## src/rtl/wb_regfile.sv

```systemverilog
// Write-back stage: commits MEM_WB to the 32x32 architectural register file.
// Provides two write-first bypassed read ports, forwarding taps and commit stats.
module wb_regfile #(
   parameter int          DATA_W  = 32,
   parameter logic [31:0] SP_INIT = 32'h0000_0400,
   parameter logic [31:0] GP_INIT = 32'h0000_0000
) (
   input  logic              clk,
   input  logic              reset_b,
   input  logic [37:0]       MEM_WB,
   input  logic              Freeze,
   input  logic [4:0]        ReadReg1,
   input  logic [4:0]        ReadReg2,
   output logic [DATA_W-1:0] ReadData1,
   output logic [DATA_W-1:0] ReadData2,
   output logic              FwdRegWrite,
   output logic [4:0]        FwdWriteReg,
   output logic [DATA_W-1:0] FwdData,
   output logic [31:0]       WriteCount,
   output logic [4:0]        LastWriteReg
);

   typedef struct packed {
      logic              regWrite;
      logic [4:0]        dst;
      logic [DATA_W-1:0] data;
   } memWb_t;

   memWb_t            wb;
   logic              we;
   logic [DATA_W-1:0] regs [32];

   assign wb = MEM_WB;

   // reset_b in the enable keeps bypass and taps quiet while reset is held
   assign we = reset_b & wb.regWrite & ~Freeze & (wb.dst != 5'd0);

   assign FwdRegWrite = we;
   assign FwdWriteReg = wb.dst;
   assign FwdData     = wb.data;

   function automatic logic [DATA_W-1:0] readPort(input logic [4:0] addr);
      logic [DATA_W-1:0] val;
      val = '0;
      unique case (1'b1)
         (addr == 5'd0):            val = '0;
         (we && addr == wb.dst):    val = wb.data;
         default:                   val = regs[addr];
      endcase
      return val;
   endfunction

   always_comb begin
      ReadData1 = readPort(ReadReg1);
      ReadData2 = readPort(ReadReg2);
   end

   always_ff @(posedge clk or negedge reset_b) begin
      if (!reset_b) begin
         for (int i = 0; i < 32; i++) begin
            regs[i] <= '0;
         end
         regs[28] <= GP_INIT;
         regs[29] <= SP_INIT;
      end else if (we) begin
         regs[wb.dst] <= wb.data;
      end
   end

   always_ff @(posedge clk or negedge reset_b) begin
      if (!reset_b) begin
         WriteCount   <= '0;
         LastWriteReg <= '0;
      end else if (we) begin
         WriteCount   <= WriteCount + 32'd1;
         LastWriteReg <= wb.dst;
      end
   end

endmodule

```

## config.mk

```make
export PLATFORM = sky130hd
export DESIGN_NAME = wb_regfile
export DESIGN_NICKNAME = d
export VERILOG_FILES = /design/src/rtl/wb_regfile.sv
export SDC_FILE = /design/constraint.sdc
export NUM_CORES = 2
export LEC_CHECK = 0
export ABC_AREA = 0
export BUFFER_PORTS_ARGS = -buffer_cell sky130_fd_sc_hd__buf_4
export CORE_MARGIN = 2
export CORE_UTILIZATION = 45
export DETAILED_ROUTE_END_ITERATION = 8
export PLACE_DENSITY = 0.6
export SYNTH_ARGS = -nofsm -noshare
export SYNTH_HDL_FRONTEND = slang
export SYNTH_SLANG_ARGS = --single-unit
```

## constraint.sdc

```tcl
create_clock -name clk -period 2.8 [get_ports clk]
set_input_delay 0.28 -clock clk [delete_from_list [all_inputs] [get_ports clk]]
set_output_delay 0.28 -clock clk [all_outputs]
set_load 0.05 [all_outputs]
```

==> impl_metrics.ini <==
[placement]
dp_cells = 6030
portBuffers = 189
pre_cts_slack_ps = -344
dp_hpwl_mm = 129
gp_congestion = 0.871
place_area_um2 = 63300

[layout]
nFillCells = 10600
final_cells = 6331
nNetsFinal = 4622
drive_gt1_frac = 0.498
final-seq-area_um2 = 26600
multi_input_area_um2 = 30300
fin_area_um2 = 69300
syn_to_final_growth_pct = 19.6

[grt]
top_usage_layer = met2
use_met3 = 0.0559
grt_remaining_overflow = 0
grt_antenna_before_repair = 5
use_met2 = 0.474
grt_pass1_wl_mm = 295
gr-usage-met1 = 0.432
grt_pass1_vias = 41200
grt_max_degree = 167
grt.total_usage = 0.307

[yosys]
netlist_area_um2 = 58000
synth.distinct_cells = 50
synth_edf_count = 0
ys_ff_latch = 1061
synth_warnings = 0
netlist_instances = 4359
synth_most_common_cell = dfrtp_1
synth_fp_nets = 4411
avgSynthCellArea_um2 = 13.3
synth_top_cell_area_share = 0.457
synth_ff_type = dfrtp_1
synthTopCellsByCount = dfrtp_1, mux2_2, mux2i_1
ys_seq_area_frac = 0.458
async_flop_share = 1.00
ys_top_cells_by_area = dfrtp_1, mux2_2, mux4_2
synth_area_leader_cell = dfrtp_1

[status]
status = finished with violations
violations = DRC, setup timing

[timing]
fin_ws_ps = -254
setup_violations = 45
max_slew_margin = 0.218
tightest_slew_ps = 1170
rsz0062_at_grt = true
fmax_ghz = 0.327
post-route-period-util = 1.09
slew_violations = 0
skew_ps = 4.36
min_period_ps = 3050
hold_violations = 0

[setup_path]
crit_fanout = 3
crit_arrival_ps = 2770
end_kind = output pin
crit_type = reg2out
critPathLaunchType = flop
worst_ep_required_time_ps = 2520

[power]
power_frac_seq = 0.430
power_density_nw_per_um2 = 586
vdd_drop_max_mv = 0.538
internal-power_mw = 29.2
power_frac_clock = 0.392
p_switching_mw = 11.5
pwr-share-comb = 0.177
p_total_mw = 40.6
switching_share = 0.282
power.leakage_nw = 32.8

[clock_tree]
ctsHtreeMaxLevel = 3
cts_buffers = 118
clockBufferDepth = 3
clkLatencyLatePin_ps = 730
cts.sinks = 1061
cts_tree = built
clk_pin_slew_ps = 60
cts-root-buf = clkbuf_16

[routing]
vias = 41200
first_pass_iters = 7
drc = 2
drt-total-wl_mm = 204
final_antenna_net_count = 0
viasPerCell = 6.51
wl_per_cell_um = 32.2
drt_iter0_markers = 4108

[floorplanning]
core_area_um2 = 128000
start_util = 0.454
dieArea_um2 = 132000
core.rowCount = 131
die_w_um = 363
die_height_um = 363
ios = 190

[min_path]
hold_path.class = in2reg

[run]
max_cap_violations = 0
placed cells by master, fill, tap and decap left out, types with 57 or more instances in the layout:
master,instances
a22oi_1,173
nand3_1,57
a21oi_1,128
buf_4,428
clkbuf_16,119
mux2i_1,552
buf_12,106
mux2_2,982
mux4_2,258
dfrtp_1,1060
nand2_1,86
critical path, stage by stage (launching register included):
cell and delay [ps]:
dfrtp_1 420, mux4_2 470, mux2_2 290, a221o_1 360
a32o_2 300, buf_6 180
layer usage:
| metal | vias to the layer above | part of all wire |
|---|---|---|
| li1 | 16900 | - |
| met1 | 22000 | 0.43 |
| met2 | 1845 | 0.45 |
| met3 | 436 | 0.076 |
| met4 | 6 | 0.038 |
| met5 | - | 0.00023 |
stage by stage:
stage | setup TNS, ps | hold slack, ps | util
after floorplan | 0 | -15.6 | -
after global placement | -3390 | 377 | 0.495
after detailed placement | -3890 | 382 | 0.495
after CTS | -5540 | 18.6 | 0.540
after global routing | -6880 | 67.9 | 0.543
final | -3500 | 70.4 | 0.543
what timing repair did:
action | in CTS | in global routing
gates resized for setup | 306 | 62
endpoints found under the setup margin | 60 | 62
endpoints found under the hold margin | 166 | 0
hold buffers | 8 | 0
buffers inserted | 60 | 22
pin swaps | 105 | 72
path summary, 6_finish.rpt:
check / depth (start not counted) / endpoint / from / slack (ps)
worst max-delay path: 5 / ReadData1[26] / regs[762] / -250
worst min-delay path: 2 / regs[9] / MEM_WB[9] / 70
worst max register to register: 5 / WriteCount[26] / WriteCount[4] / 880
worst min register to register: 0 / regs[1020] / regs[1020] / 390
max in group asynchronous: 4 / regs[445] / reset_b / 660
min in group asynchronous: 3 / regs[160] / reset_b / 250
power groups by stage:
stage	clock (mW)	combinational (mW)	sequential, mW
3_3_place_gp	0	6.54	17.7
4_1_cts	16.2	7.06	17.4
3_5_place_dp	0	6.61	17.7
5_1_grt	16.8	7.59	17.6
6_report	15.9	7.19	17.5
2_1_floorplan	0	4.17	17.6
cell families after synthesis:
logic type | Yosys count | share of synthesized area
mux | 1853 | 0.398
flops | 1061 | 0.458
simple gates | 387 | 0.0341
buf+inv | 528 | 0.0430
fa+ha+maj | 1 | 0.000216
xor+xnor | 41 | 0.00619
compound gates | 488 | 0.0607
flip-flops by register name, indices dropped and copies added, names as in the netlist:
| signal | flops |
|---|---|
| WriteCount | 32 |
| LastWriteReg | 5 |
| regs | 1024 |
area by class of cell:
| type | instances | area share |
|---|---|---|
| multi-input cells | 2770 | 0.437 |
| well taps | 1662 | 0.0300 |
| repair buffers | 615 | 0.0924 |
| flip-flops and latches | 1061 | 0.383 |
| diodes | 2 | 0.0000722 |
| clock buffers | 169 | 0.0496 |
| inverters | 4 | 0.000217 |
| clock inverters | 48 | 0.00751 |
(Power assumes the default switching activity.)
